## src/rtl/uart_pkg.sv

```systemverilog
// -----------------------------------------------------------------------------
// uart_pkg
// Shared constants and types for the UART byte FIFO of the 8051 MCU core.
//   UART_FIFO_DEPTH / UART_FIFO_ADDR_W : default FIFO geometry
//   UART_FIFO_AF_LEVEL / _AE_LEVEL     : default almost-full/empty thresholds
//   fifo_ptr_t                         : wrap bit + address bits pointer
// -----------------------------------------------------------------------------
package uart_pkg;

    localparam int UART_FIFO_ADDR_W   = 4;
    localparam int UART_FIFO_DEPTH    = 1 << UART_FIFO_ADDR_W;
    localparam int UART_FIFO_AF_LEVEL = 14;
    localparam int UART_FIFO_AE_LEVEL = 2;

    // MSB is the wrap bit, the low UART_FIFO_ADDR_W bits address the RAM.
    typedef logic [UART_FIFO_ADDR_W:0] fifo_ptr_t;

endpackage : uart_pkg

```

## src/rtl/fifo_ptr.sv

```systemverilog
// -----------------------------------------------------------------------------
// fifo_ptr
// Free-running FIFO pointer: increments on inc, returns to 0 on clr (clr wins).
// Ports:
//   clk, rst_n : clock, asynchronous active-low reset
//   inc        : advance the pointer by one at the next edge
//   clr        : return the pointer to 0 at the next edge
//   ptr        : full pointer value (wrap bit + address)
//   wrap       : pointer MSB, toggles every time the address rolls over
//   addr       : RAM address bits
// -----------------------------------------------------------------------------
module fifo_ptr
    import uart_pkg::*;
#(
    parameter int ADDR_WIDTH = UART_FIFO_ADDR_W
) (
    input  logic                  clk,
    input  logic                  rst_n,
    input  logic                  inc,
    input  logic                  clr,
    output logic [ADDR_WIDTH:0]   ptr,
    output logic                  wrap,
    output logic [ADDR_WIDTH-1:0] addr
);

    localparam logic [ADDR_WIDTH:0] PTR_ONE = 1;

    // Counts freely through 2**(ADDR_WIDTH+1); the natural rollover is the wrap.
    always_ff @(posedge clk or negedge rst_n) begin
        if (!rst_n) begin
            ptr <= '0;
        end else if (clr) begin
            ptr <= '0;
        end else if (inc) begin
            ptr <= ptr + PTR_ONE;
        end
    end

    assign wrap = ptr[ADDR_WIDTH];
    assign addr = ptr[ADDR_WIDTH-1:0];

endmodule : fifo_ptr

```

## src/rtl/uart_fifo_ctrl.sv

```systemverilog
// -----------------------------------------------------------------------------
// uart_fifo_ctrl
// Pointer and flag controller for the UART byte FIFO. Holds no data: push data
// goes straight into fifo_ram, pop data comes straight out of fifo_ram.
//
// Optional feature macro: UART_FIFO_LEVEL_FLAGS_EN adds the AF_LEVEL/AE_LEVEL
// thresholds and the registered almost_full/almost_empty outputs.
//
// Ports:
//   clk, rst_n             : clock, asynchronous active-low reset
//   wr_req / rd_req        : push / pop requests
//   flush                  : discard all contents at the next edge
//   err_clr                : clear the sticky overflow/underflow flags
//   ram_w_en, ram_w_addr   : fifo_ram write port (combinational)
//   ram_r_en, ram_r_addr   : fifo_ram read port (combinational)
//   rd_valid               : fifo_ram r_data holds the popped byte
//   full, empty, count     : occupancy status
//   overflow, underflow    : sticky rejected-push / rejected-pop flags
//   almost_full/_empty     : threshold flags (macro builds only)
//
// Request semantics: a request is a single-cycle level sampled at the edge.
// A push is accepted when wr_req & ~full & ~flush, a pop when
// rd_req & ~empty & ~flush, both judged on this cycle's flags; the accept is
// visible immediately on ram_w_en/ram_r_en and the pointer moves at the edge.
// A request that is not accepted is dropped (no retry) and, outside a flush
// cycle, raises the matching sticky error.
// -----------------------------------------------------------------------------
module uart_fifo_ctrl
    import uart_pkg::*;
#(
    parameter int FIFO_DEPTH = UART_FIFO_DEPTH,
    parameter int ADDR_WIDTH = UART_FIFO_ADDR_W
`ifdef UART_FIFO_LEVEL_FLAGS_EN
    ,
    parameter int AF_LEVEL   = UART_FIFO_AF_LEVEL,
    parameter int AE_LEVEL   = UART_FIFO_AE_LEVEL
`endif
) (
    input  logic                  clk,
    input  logic                  rst_n,
    input  logic                  wr_req,
    input  logic                  rd_req,
    input  logic                  flush,
    input  logic                  err_clr,
    output logic                  ram_w_en,
    output logic [ADDR_WIDTH-1:0] ram_w_addr,
    output logic                  ram_r_en,
    output logic [ADDR_WIDTH-1:0] ram_r_addr,
    output logic                  rd_valid,
    output logic                  full,
    output logic                  empty,
    output logic [ADDR_WIDTH:0]   count,
    output logic                  overflow,
    output logic                  underflow
`ifdef UART_FIFO_LEVEL_FLAGS_EN
    ,
    output logic                  almost_full,
    output logic                  almost_empty
`endif
);

    if (FIFO_DEPTH != (1 << ADDR_WIDTH)) begin : g_depth_check
        $error("uart_fifo_ctrl: FIFO_DEPTH must equal 2**ADDR_WIDTH");
    end

    logic [ADDR_WIDTH:0]   w_ptr;
    logic [ADDR_WIDTH:0]   r_ptr;
    logic                  w_wrap;
    logic                  r_wrap;
    logic [ADDR_WIDTH-1:0] w_addr;
    logic [ADDR_WIDTH-1:0] r_addr;
    logic                  ovf_set;
    logic                  udf_set;

    fifo_ptr #(.ADDR_WIDTH(ADDR_WIDTH)) u_w_ptr (
        .clk   (clk),
        .rst_n (rst_n),
        .inc   (ram_w_en),
        .clr   (flush),
        .ptr   (w_ptr),
        .wrap  (w_wrap),
        .addr  (w_addr)
    );

    fifo_ptr #(.ADDR_WIDTH(ADDR_WIDTH)) u_r_ptr (
        .clk   (clk),
        .rst_n (rst_n),
        .inc   (ram_r_en),
        .clr   (flush),
        .ptr   (r_ptr),
        .wrap  (r_wrap),
        .addr  (r_addr)
    );

    // Status straight from the pointer registers.
    assign empty = (w_ptr == r_ptr);
    assign full  = (w_wrap != r_wrap) && (w_addr == r_addr);
    assign count = w_ptr - r_ptr;

    // Full gates the push and empty gates the pop, so full+push+pop pops only
    // and empty+push+pop pushes only (no read-through of the byte in flight).
    assign ram_w_en   = wr_req & ~full  & ~flush;
    assign ram_r_en   = rd_req & ~empty & ~flush;
    assign ram_w_addr = w_addr;
    assign ram_r_addr = r_addr;

    assign ovf_set = wr_req & full  & ~flush;
    assign udf_set = rd_req & empty & ~flush;

    // rd_valid lines up with the one-cycle fifo_ram read latency.
    // For the sticky flags a new set beats a simultaneous err_clr.
    always_ff @(posedge clk or negedge rst_n) begin
        if (!rst_n) begin
            rd_valid  <= 1'b0;
            overflow  <= 1'b0;
            underflow <= 1'b0;
        end else begin
            rd_valid <= ram_r_en;
            if (ovf_set) begin
                overflow <= 1'b1;
            end else if (err_clr) begin
                overflow <= 1'b0;
            end
            if (udf_set) begin
                underflow <= 1'b1;
            end else if (err_clr) begin
                underflow <= 1'b0;
            end
        end
    end

`ifdef UART_FIFO_LEVEL_FLAGS_EN
    localparam logic [ADDR_WIDTH:0] CNT_ONE = 1;
    localparam logic [ADDR_WIDTH:0] AF_CNT  = AF_LEVEL[ADDR_WIDTH:0];
    localparam logic [ADDR_WIDTH:0] AE_CNT  = AE_LEVEL[ADDR_WIDTH:0];

    logic [ADDR_WIDTH:0] count_next;

    // Occupancy after this edge, so the flags register in step with the pointers.
    always_comb begin
        count_next = count;
        if (flush) begin
            count_next = '0;
        end else if (ram_w_en && !ram_r_en) begin
            count_next = count + CNT_ONE;
        end else if (!ram_w_en && ram_r_en) begin
            count_next = count - CNT_ONE;
        end
    end

    always_ff @(posedge clk or negedge rst_n) begin
        if (!rst_n) begin
            almost_full  <= 1'b0;
            almost_empty <= 1'b1;
        end else begin
            almost_full  <= (count_next >= AF_CNT);
            almost_empty <= (count_next <= AE_CNT);
        end
    end
`endif

endmodule : uart_fifo_ctrl

```

## config.mk

```make
export PLATFORM = sky130hd
export DESIGN_NAME = uart_fifo_ctrl
export DESIGN_NICKNAME = d
export VERILOG_FILES = /design/src/rtl/uart_pkg.sv /design/src/rtl/fifo_ptr.sv /design/src/rtl/uart_fifo_ctrl.sv
export SDC_FILE = /design/constraint.sdc
export NUM_CORES = 1
export LEC_CHECK = 0
export BUFFER_PORTS_ARGS = -buffer_cell sky130_fd_sc_hd__buf_2
export CAP_MARGIN = 20
export CORE_UTILIZATION = 48
export DETAILED_ROUTE_END_ITERATION = 8
export GPL_ROUTABILITY_DRIVEN = 0
export HOLD_SLACK_MARGIN = 0.1
export PLACE_DENSITY_LB_ADDON = 0.1
export SETUP_SLACK_MARGIN = 0.15
export SLEW_MARGIN = 20
export SYNTH_ARGS = -nofsm -noshare
export SYNTH_HDL_FRONTEND = slang
export SYNTH_SLANG_ARGS = --single-unit
```

## constraint.sdc

```tcl
create_clock -name clk -period 1.8 [get_ports clk]
set_input_delay 0.09 -clock clk [delete_from_list [all_inputs] [get_ports clk]]
set_output_delay 0.09 -clock clk [all_outputs]
set_load 0.005 [all_outputs]
```

==> impl_metrics.py, run 1 <==
metrics = {
    "final_layout": {
        "layout.cells.non_filler": 152,
        "utilization_pct": 84.0,
        "drive_gt1_share_pct": 55.9,
        "fin_area_mm2": 0.00128,
        "diodes": 0,
        "area_growth_syn_to_layout_pct": 63.2,
        "num-nets-final": 150,
    },
    "setup_path": {
        "r2r_end": "u_w_ptr.ptr[2]$_DFFE_PN0P_",
        "worstPathRequired_ns": 1.71,
        "r2r_start": "u_r_ptr.ptr[0]$_DFFE_PN0P_",
        "startpoint": "u_w_ptr.ptr[0]$_DFFE_PN0P_",
        "critPathCaptureType": "output pin",
        "reg2reg_slack_ns": 0.09,
        "crit_end": "count[4]",
        "rr_worst_depth": 6,
        "arrival_ns": 1.81,
        "path_class": "flop to output pin",
        "crit_path_start_kind": "flop",
        "cp_max_fo": 2,
    },
    "yosys": {
        "synth_xor_area_share_pct": 14.4,
        "yosys.area_share.simple_pct": 13.9,
        "synth_fa_ha_area_share_pct": 12.1,
        "synth_top_family_by_area": "XOR/XNOR gates",
        "netlist_area_um2": 785,
        "avgSynthCellArea_um2": 9.81,
        "synthTopCellsByArea": "dfrtp_1 (41%), ha_1 (9.6%), xnor2_1 (8.9%)",
        "yosysWarnings": 0,
        "synth_mux_area_share_pct": 2.55,
        "synth_nets": 93,
        "synth_cells": 80,
        "synth_cell_types": 21,
        "yosys_register_bits": 13,
        "synth.largest_area_cell": "dfrtp_1",
        "synth_top_area_share_pct": 41.5,
        "yosysSeqAreaShare_pct": 41.5,
        "synth_compound_area_share_pct": 11.3,
    },
    "clocking": {
        "cts.clk_slew.worst_paths_ns": 0.08,
        "cts_tree": "done",
        "cts_sinks": 13,
        "insertion_delay_ns": 0.28,
        "htree_levels": 1,
        "cts_buffers": 3,
        "cts_root_buffer": "clkbuf_4",
        "clockBufferDepth": 2,
    },
    "floorplan": {
        "ios": 26,
        "start_util_pct": 51.5,
        "coreArea_mm2": 0.00152,
        "die_h_um": 42.4,
        "rows": 14,
        "die_area_mm2": 0.00180,
        "die_x_um": 42.4,
    },
    "grt": {
        "antenna_found_initial": 0,
        "grt_pass1_wl_um": 3730,
        "grt_max_degree": 15,
        "grt_pass1_vias": 829,
        "grt_overflow": 0,
        "grt_usage_pct": 27.6,
    },
    "timing": {
        "finalSetupViolations": 2,
        "finalMaxSlewViolations": 0,
        "min_period_over_period_pct": 106,
        "rsz0062_at_grt": "true",
        "finalHoldViolCount": 0,
        "skew_ns": 0.00134,
        "fin_crit_ns": 1.90,
        "worst_slack_ns": -0.104,
        "slew_headroom_pct": 80.2,
        "worst_slew_pin_slew_ns": 0.297,
        "fmaxAchievable_mhz": 525,
        "fin_tns_setup_ns": -0.152,
    },
    "pwr": {
        "powerDensity_mw_per_mm2": 805,
        "leakagePower_nw": 0.649,
        "peakVddDrop_mv": 0.644,
    },
    "drt": {
        "antenna_left": 0,
        "drt-pass1-iter-count": 4,
        "vias": 815,
        "drc": 0,
        "post_drt_wl_per_cell_um": 14.3,
        "vias_per_cell": 5.36,
        "drt-total-wl_um": 2180,
        "drt_iter0_markers": 23,
    },
    "place": {
        "dpl.cell_count": 134,
        "placed_cell_area_mm2": 0.00103,
        "dp_hpwl_um": 1370,
        "port_buffers": 25,
        "dp_slack_ns": 0.0736,
    },
    "status": {
        "status": "finished, violations left",
        "violations": "setup timing",
    },
    "job": {
        "maxCapViolCount": 0,
    },
    "hold_path": {
        "min_path_type": "input port to flop",
    },
}
layout by cell type (no fill, tap or decap):
master	n
and4_4	1
inv_2	5
nor2_1	11
dfrtp_1	12
inv_1	3
a21o_1	2
ha_1	2
ha_4	4
xnor2_1	7
dlygate4sd3_1	2
o21ai_2	2
clkbuf_1	1
a21oi_2	4
dfrtp_2	1
o211ai_1	2
mux2i_1	2
buf_2	25
nand3_1	1
nor2_4	2
fa_2	1
xor2_2	1
buf_6	4
a21oi_1	2
or3_1	1
clkbuf_4	3
xnor2_2	1
o21ai_0	3
xor2_1	3
buf_4	22
nand4_1	4
nand3b_1	2
sequential cells by signal (all words and copies together), names as in the netlist:
signal       cells
u_r_ptr.ptr      5
u_w_ptr.ptr      5
overflow         1
rd_valid         1
underflow        1
cells by family after synthesis:
logic type / after synthesis
compound gates: 15
fa+ha+maj: 7
flops: 13
simple gates: 22
xor+xnor: 12
mux: 2
buf+inv: 9
cell type report:
| cell class | instances | area [µm²] |
|---|---|---|
| clock buffer | 4 | 26.3 |
| fill | 82 | 244 |
| inverter | 8 | 30.0 |
| multi-input combinational | 58 | 522 |
| sequential | 13 | 327 |
| tap | 16 | 20.0 |
| timing repair buffer | 53 | 355 |
worst max-delay path, cell delays in order (launching register included):
cell and delay (ns):
dfrtp_1 0.40, inv_2 0.08, ha_4 0.12, inv_2 0.04
fa_2 0.33, a21o_1 0.17, a21oi_2 0.14, xnor2_1 0.12
buf_2 0.12
repair_timing:
item / CTS / global route
resized for setup: 19 / 8
hold buffers: 2 / 0
pin swaps: 21 / 11
hold endpoints to repair: 15 / 0
setup endpoints to repair: 11 / 18
setup buffers: 7 / 5
per-layer routing:
layer / vias to the layer above / share of wire (%) / track usage [%]
li1: 386 / - / -
met1: 393 / 43 / 35.0
met2: 28 / 49 / 46.8
met3: 8 / 3.9 / 4.31
met4: 0 / 3.1 / 11.3
met5: - / 0 / 0
metrics by stage:
| stage | power [mW] | hold WS [ns] |
|---|---|---|
| floorplan | 0.523 | -0.206 |
| global placement | 0.679 | -0.0103 |
| detailed placement | 0.684 | -0.00766 |
| CTS | 0.974 | 0.113 |
| global route | 1.10 | 0.110 |
| finish | 1.03 | 0.104 |
synthesized netlist by cell type:
library cell	number
xor2_1	3
o211ai_1	2
mux2i_1	2
nand3_1	1
o21ai_1	1
and4_1	1
a21o_1	2
o21ai_2	1
inv_1	8
nand3b_1	2
fa_1	1
or3_1	1
dfrtp_1	13
clkbuf_1	1
o21ai_0	3
nand4_1	4
a21oi_1	6
xor2_2	1
ha_1	6
xnor2_1	8
nor2_1	13
how the worst min path moves through the flow:
stage	to	depth (start not counted)	startpoint
after floorplan	overflow$_DFFE_PN0P_	0	rst_n
after global placement	rd_valid$_DFF_PN0_	1	rst_n
after detailed placement	rd_valid$_DFF_PN0_	1	rst_n
after CTS	rd_valid$_DFF_PN0_	3	rd_req
after global routing	rd_valid$_DFF_PN0_	3	rd_req
final	rd_valid$_DFF_PN0_	3	rd_req
where the power goes:
part | total (mW) | switching, mW | leakage [nW] | internal, mW
sequential | 0.333 | 0.0183 | 0.176 | 0.314
combinational | 0.513 | 0.232 | 0.458 | 0.281
clock | 0.185 | 0.0992 | 0.0150 | 0.0862
total | 1.03 | 0.350 | 0.649 | 0.681
Note: power is estimated with default switching activity, not from simulation.
==> run 2, diff against run 1 <==
--- a/config.mk
+++ b/config.mk
@@ -11,7 +11,7 @@
 export DETAILED_ROUTE_END_ITERATION = 8
 export GPL_ROUTABILITY_DRIVEN = 0
 export HOLD_SLACK_MARGIN = 0.1
-export PLACE_DENSITY_LB_ADDON = 0.1
+export PLACE_DENSITY = 0.79
 export SETUP_SLACK_MARGIN = 0.15
 export SLEW_MARGIN = 20
 export SYNTH_ARGS = -nofsm -noshare
==> constraint.sdc (replaced) <==
create_clock -name clk -period 2.1 [get_ports clk]
set_input_delay 0.105 -clock clk [delete_from_list [all_inputs] [get_ports clk]]
set_output_delay 0.105 -clock clk [all_outputs]
set_load 0.005 [all_outputs]
==> run 2 against run 1 <==
Net effect:
- the run now ends clean
- via count is 9.6% lower
- sequential share of layout area is 4.1 points higher
- clock power is 18% lower
- critical endpoint unchanged
- first-iteration DRC count is 30% lower
- largest power group unchanged
- core utilization is 12 points lower
- global-route usage is 6.4 points lower
- clock skew hardly changed
- combinational power is 33% lower
- flip-flop and latch count stayed put
- sequential power is 13% lower
- critical path depth stayed put
==> impl_metrics.py, run 2 (same netlist as run 1, synthesis figures left out) <==
metrics = {
    "timing": {
        "slew_headroom_pct": 64.9,
        "fin_crit_ns": 1.96,
        "skew_ns": 0.000917,
        "fmaxAchievable_mhz": 510,
        "finalSetupViolations": 0,
        "worst_slew_pin_slew_ns": 0.523,
        "min_period_over_period_pct": 93.4,
        "finalHoldViolCount": 0,
        "rsz0062_at_grt": "true",
        "fin_tns_setup_ns": 0,
        "finalMaxSlewViolations": 0,
    },
    "pwr": {
        "sequentialPowerShare_pct": 36.9,
        "p_int_mw": 0.523,
        "clock_power_share_pct": 19.2,
        "leakagePower_nw": 0.555,
        "powerDensity_mw_per_mm2": 712,
        "peakVddDrop_mv": 0.438,
        "p_sw_mw": 0.261,
        "pwr-share-comb_pct": 43.9,
        "p_sw_share_pct": 33.3,
    },
    "grt": {
        "antenna_found_initial": 0,
        "grt_usage_pct": 21.2,
        "grt_max_degree": 15,
        "grt_pass1_wl_um": 2820,
        "grt_overflow": 0,
        "grt_pass1_vias": 654,
    },
    "setup_path": {
        "crit_path_start_kind": "flop",
        "path_class": "flop to output pin",
        "worstPathRequired_ns": 2.00,
        "cp_slowest_cell": "dfrtp_1",
        "rr_worst_depth": 7,
        "reg2reg_slack_ns": 0.24,
        "r2r_start": "u_w_ptr.ptr[2]$_DFFE_PN0P_",
        "crit_path_cell_trace": "inv_2 > ha_4 > inv_4 > fa_2 > a21o_1 > a21oi_2 > xnor2_1 > buf_2",
        "critPathTopFamily": "adder cells",
        "crit_buf_inv": 3,
        "crit_cells": 8,
        "critPathCaptureType": "output pin",
        "max_stage_delay_ns": 0.39,
        "cp_max_fo": 2,
        "arrival_ns": 1.86,
        "r2r_end": "u_r_ptr.ptr[3]$_DFFE_PN0P_",
    },
    "final_layout": {
        "drive_gt1_share_pct": 40.0,
        "utilization_pct": 72.2,
        "diodes": 0,
        "layout_commonest_cell": "buf_2",
        "top_regs": "u_r_ptr.ptr: 5 flops, u_w_ptr.ptr: 5 flops",
        "area_growth_syn_to_layout_pct": 40.4,
        "num-nets-final": 134,
        "final_cell_mix": "buf_2 (25), nor2_1 (13), dfrtp_1 (12), buf_4 (9), xnor2_1 (8)",
    },
    "place": {
        "port_buffers": 25,
        "dp_hpwl_um": 1210,
    },
    "floorplan": {
        "rows": 14,
        "start_util_pct": 51.5,
        "ios": 26,
        "die_h_um": 42.4,
        "die_area_mm2": 0.00180,
        "coreArea_mm2": 0.00152,
        "die_x_um": 42.4,
    },
    "status": {
        "status": "complete, no violations",
    },
    "drt": {
        "antenna_left": 0,
        "wl_met1_um": 736,
        "drt-total-wl_um": 1840,
        "vias_per_cell": 5.42,
        "drt-pass1-iter-count": 4,
        "routed.top_layer": "met4",
        "drc": 0,
        "wl_met3_um": 100,
        "drt_iter0_markers": 16,
        "post_drt_wl_per_cell_um": 13.5,
        "vias": 737,
        "dr_wl_met2_um": 959,
    },
    "clocking": {
        "insertion_delay_ns": 0.27,
        "cts_sinks": 13,
        "cts_root_buffer": "clkbuf_4",
        "cts_tree": "done",
        "htree_levels": 1,
        "cts_buffers": 3,
        "cts.clk_slew.worst_paths_ns": 0.07,
        "clockBufferDepth": 2,
    },
    "hold_path": {
        "hold_path_depth": 3,
        "worstHoldStart": "wr_req",
        "hold_end": "overflow$_DFFE_PN0P_",
        "min_path_type": "input port to flop",
    },
    "job": {
        "maxCapViolCount": 0,
    },
}
[run 2: cell count changes in the layout (fill, tap and decap cells not counted), moves of 2 or more]
| cell | change |
|---|---|
| inv_2 | -4 |
| inv_1 | +3 |
| a21oi_1 | +3 |
| nor2_4 | -2 |
| buf_4 | -13 |
| nor2_1 | +2 |
| buf_6 | -4 |
| a21oi_2 | -3 |
[run 2: timing repair]
action                                  CTS  global route
endpoints found under the hold margin    16             0
endpoints found under the setup margin    3             5
gates resized for setup                   4             7
pin swaps                                 3             4
hold buffers                              3             0
setup buffers                             4             5
[run 2: per-stage QoR]
stage / hold WS [ns] / cell area [µm²] / power (mW) / worst slack, ns / instances
2_1_floorplan: -0.191 / 785 / 0.447 / 0.430 / 80
3_3_place_gp: 0.00494 / 926 / 0.543 / 0.299 / 120
3_5_place_dp: 0.0149 / 926 / 0.546 / 0.271 / 120
4_1_cts: 0.134 / 1020 / 0.744 / 0.118 / 131
5_1_grt: 0.167 / 1100 / 0.838 / 0.0491 / 136
6_report: 0.154 / 1100 / 0.784 / 0.138 / 136
[run 2: metal layers]
metal  vias to the layer above  global-route usage (%)
met3                         4                    7.76
met1                       355                    24.6
met4                         0                    5.63
met5                         -                       0
li1                        353                       -
met2                        25                    36.6
[run 2: worst max path at each step]
stage | startpoint | endpoint
after floorplan | u_r_ptr.ptr[2]$_DFFE_PN0P_ | u_w_ptr.ptr[1]$_DFFE_PN0P_
after global placement | u_w_ptr.ptr[0]$_DFFE_PN0P_ | count[4]
after detailed placement | u_r_ptr.ptr[2]$_DFFE_PN0P_ | u_w_ptr.ptr[1]$_DFFE_PN0P_
after CTS | u_r_ptr.ptr[0]$_DFFE_PN0P_ | count[4]
after global routing | u_w_ptr.ptr[0]$_DFFE_PN0P_ | count[4]
final | u_w_ptr.ptr[0]$_DFFE_PN0P_ | count[4]
[run 2: cell type report]
class | count | area, µm²
multi-input cells | 58 | 473
well taps | 16 | 20.0
inverters | 8 | 32.5
fillers | 118 | 423
clock buffers | 4 | 26.3
flip-flops and latches | 13 | 327
repair buffers | 37 | 223
[run 2: power by group through the flow]
stage	Clock [mW]	Combinational [mW]	Sequential, mW
3_3_place_gp	0	0.248	0.294
2_1_floorplan	0	0.153	0.294
5_1_grt	0.165	0.382	0.291
6_report	0.151	0.345	0.289
4_1_cts	0.162	0.293	0.289
3_5_place_dp	0	0.252	0.294
[run 2: tightest hold or removal path, stage by stage]
cell and delay [ns]:
buf_2 0.14, nand3b_1 0.08, o21ai_0 0.07
==> run 3, diff against run 2 <==
==> constraint.sdc (replaced) <==
create_clock -name clk -period 2.1 [get_ports clk]
set_input_delay 0.105 -clock clk [delete_from_list [all_inputs] [get_ports clk]]
set_output_delay 0.105 -clock clk [all_outputs]
set_load 0.1 [all_outputs]
==> run 3 against run 2 <==
Net effect:
- the run now ends with setup timing left
- cell count rose by 7.4%
- clock skew increased by 0.0057 ns
- core utilization rose by 23 points
- register-to-register slack lost 0.12 ns
- power grew 110%
- non-clock buffer count rose by 10
- clock power rose by 19%
- via count rose by 24%
- combinational power rose to 3.4 times the previous value
- first-iteration DRC count rose to 3.1 times the previous value
- hold slack worse by 0.055 ns
- setup slack got worse by 0.31 ns
- highest routed layer unchanged
==> impl_metrics.py, run 3 (same netlist as run 1, synthesis figures left out) <==
metrics = {
    "place": {
        "dp_hpwl_um": 1350,
        "port_buffers": 25,
    },
    "final_layout": {
        "diodes": 0,
        "final_cell_mix": "buf_2 (17), buf_4 (17), nor2_1 (9), dfrtp_4 (8), buf_12 (7)",
        "area_growth_syn_to_layout_pct": 85.2,
        "drive_gt1_share_pct": 60.0,
        "utilization_pct": 95.3,
        "num-nets-final": 144,
        "top_regs": "u_r_ptr.ptr: 5 flops, u_w_ptr.ptr: 5 flops",
    },
    "grt": {
        "grt-busiest-layer": "met2",
        "grt_pass1_vias": 818,
        "grt_max_degree": 15,
        "antenna_found_initial": 0,
        "grt_util_met2_pct": 55.1,
        "use_met3_pct": 3.45,
        "met1_usage_pct": 38.4,
        "grt_usage_pct": 31.1,
        "grt_overflow": 0,
        "grt_pass1_wl_um": 4080,
    },
    "setup_path": {
        "cp_slowest_cell": "dfrtp_4",
        "path_class": "flop to output pin",
        "arrival_ns": 2.17,
        "max_stage_delay_ns": 0.52,
        "crit_path_start_kind": "flop",
        "cp_max_fo": 2,
        "crit_path_cell_trace": "inv_4 > ha_4 > inv_2 > fa_2 > a21o_1 > a21oi_4 > xnor2_4 > buf_12",
        "worstPathRequired_ns": 2.00,
        "critPathCaptureType": "output pin",
    },
    "pwr": {
        "power_mw": 1.65,
        "leakagePower_nw": 0.651,
        "powerDensity_mw_per_mm2": 1140,
        "peakVddDrop_mv": 0.948,
    },
    "clocking": {
        "cts_sinks": 13,
        "cts.clk_slew.worst_paths_ns": 0.10,
        "cts_tree": "done",
        "htree_levels": 1,
        "insertion_delay_ns": 0.30,
        "cts_buffers": 3,
        "clockBufferDepth": 2,
        "cts_root_buffer": "clkbuf_4",
    },
    "floorplan": {
        "die_area_mm2": 0.00180,
        "rows": 14,
        "coreArea_mm2": 0.00152,
        "die_x_um": 42.4,
        "start_util_pct": 51.5,
        "die_h_um": 42.4,
        "ios": 26,
    },
    "timing": {
        "finalHoldViolCount": 0,
        "rsz0062_at_grt": "true",
        "finalSetupViolations": 1,
        "fmaxAchievable_mhz": 440,
        "slew_headroom_pct": 66.5,
        "fin_crit_ns": 2.27,
        "worst_slew_pin_slew_ns": 0.505,
        "worst_slack_ns": -0.172,
        "skew_ns": 0.00663,
        "finalMaxSlewViolations": 0,
        "min_period_over_period_pct": 108,
    },
    "drt": {
        "post_drt_wl_per_cell_um": 23.2,
        "vias": 916,
        "drt-total-wl_um": 3390,
        "drt-pass1-iter-count": 4,
        "drt_iter0_markers": 50,
        "antenna_left": 0,
        "drc": 0,
        "vias_per_cell": 6.27,
    },
    "hold_path": {
        "min_path_type": "input port to flop",
    },
    "status": {
        "violations": "setup timing",
        "status": "finished, violations left",
    },
    "job": {
        "maxCapViolCount": 0,
    },
}
[run 3: cell count changes in the layout (fill, tap and decap cells not counted), moves of 7 or more]
cell	change
buf_2	-8
dfrtp_1	-7
dfrtp_4	+8
buf_4	+8
buf_12	+7
[run 3: final timing paths]
path / startpoint / to / slack (ns) / cells past startpoint
setup / recovery: u_w_ptr.ptr[0]$_DFFE_PN0P_ / count[4] / -0.17 / 8
hold / removal: rd_req / rd_valid$_DFF_PN0_ / 0.1 / 3
setup reg to reg: u_r_ptr.ptr[1]$_DFFE_PN0P_ / u_r_ptr.ptr[3]$_DFFE_PN0P_ / 0.12 / 8
hold reg to reg: underflow$_DFFE_PN0P_ / underflow$_DFFE_PN0P_ / 0.60 / 2
max in group asynchronous: rst_n / u_w_ptr.ptr[3]$_DFFE_PN0P_ / 1.60 / 2
min in group asynchronous: rst_n / u_w_ptr.ptr[1]$_DFFE_PN0P_ / 0.23 / 2
[run 3: what timing repair did]
| action | CTS | global route |
|---|---|---|
| endpoints found under the setup margin | 8 | 8 |
| endpoints found under the hold margin | 15 | 0 |
| gates resized for setup | 12 | 6 |
| hold buffers | 2 | 0 |
| buffers inserted | 12 | 3 |
| pin swaps | 11 | 8 |
[run 3: cell type report]
type	instances	area (µm²)
well taps	16	20.0
repair buffers	47	418
inverters	8	35.0
clock buffers	4	26.3
fillers	40	71.3
multi-input cells	58	598
flip-flops and latches	13	355
[run 3: where the power goes]
part	switching, mW	total, mW	internal (mW)
Sequential	0.0220	0.299	0.277
Clock	0.105	0.179	0.0740
Combinational	0.783	1.18	0.395
[run 3: worst max-delay path: cells and delay by family (launching register included)]
family,cells,cell delay (ns)
flops,1,0.52
compound gates,2,0.41
xor+xnor,1,0.15
buf+inv,3,0.32
fa+ha+maj,2,0.47
[run 3: routing by layer]
layer / wire (µm) / vias up
met5: 0 / -
met4: 184 / 0
met3: 252 / 27
met2: 1700 / 72
met1: 1260 / 443
li1: - / 374
[run 3: through the flow]
step / cells / TNS, ns / cell area (µm²) / hold slack, ns / setup WS, ns
2_1_floorplan: 80 / -0.321 / 947 / -0.191 / -0.0930
3_3_place_gp: 125 / 0 / 1220 / 0.00874 / 0.187
3_5_place_dp: 125 / 0 / 1220 / 0.0124 / 0.135
4_1_cts: 143 / -0.0906 / 1410 / 0.101 / -0.0906
5_1_grt: 146 / -0.198 / 1450 / 0.104 / -0.198
6_report: 146 / -0.172 / 1450 / 0.0982 / -0.172
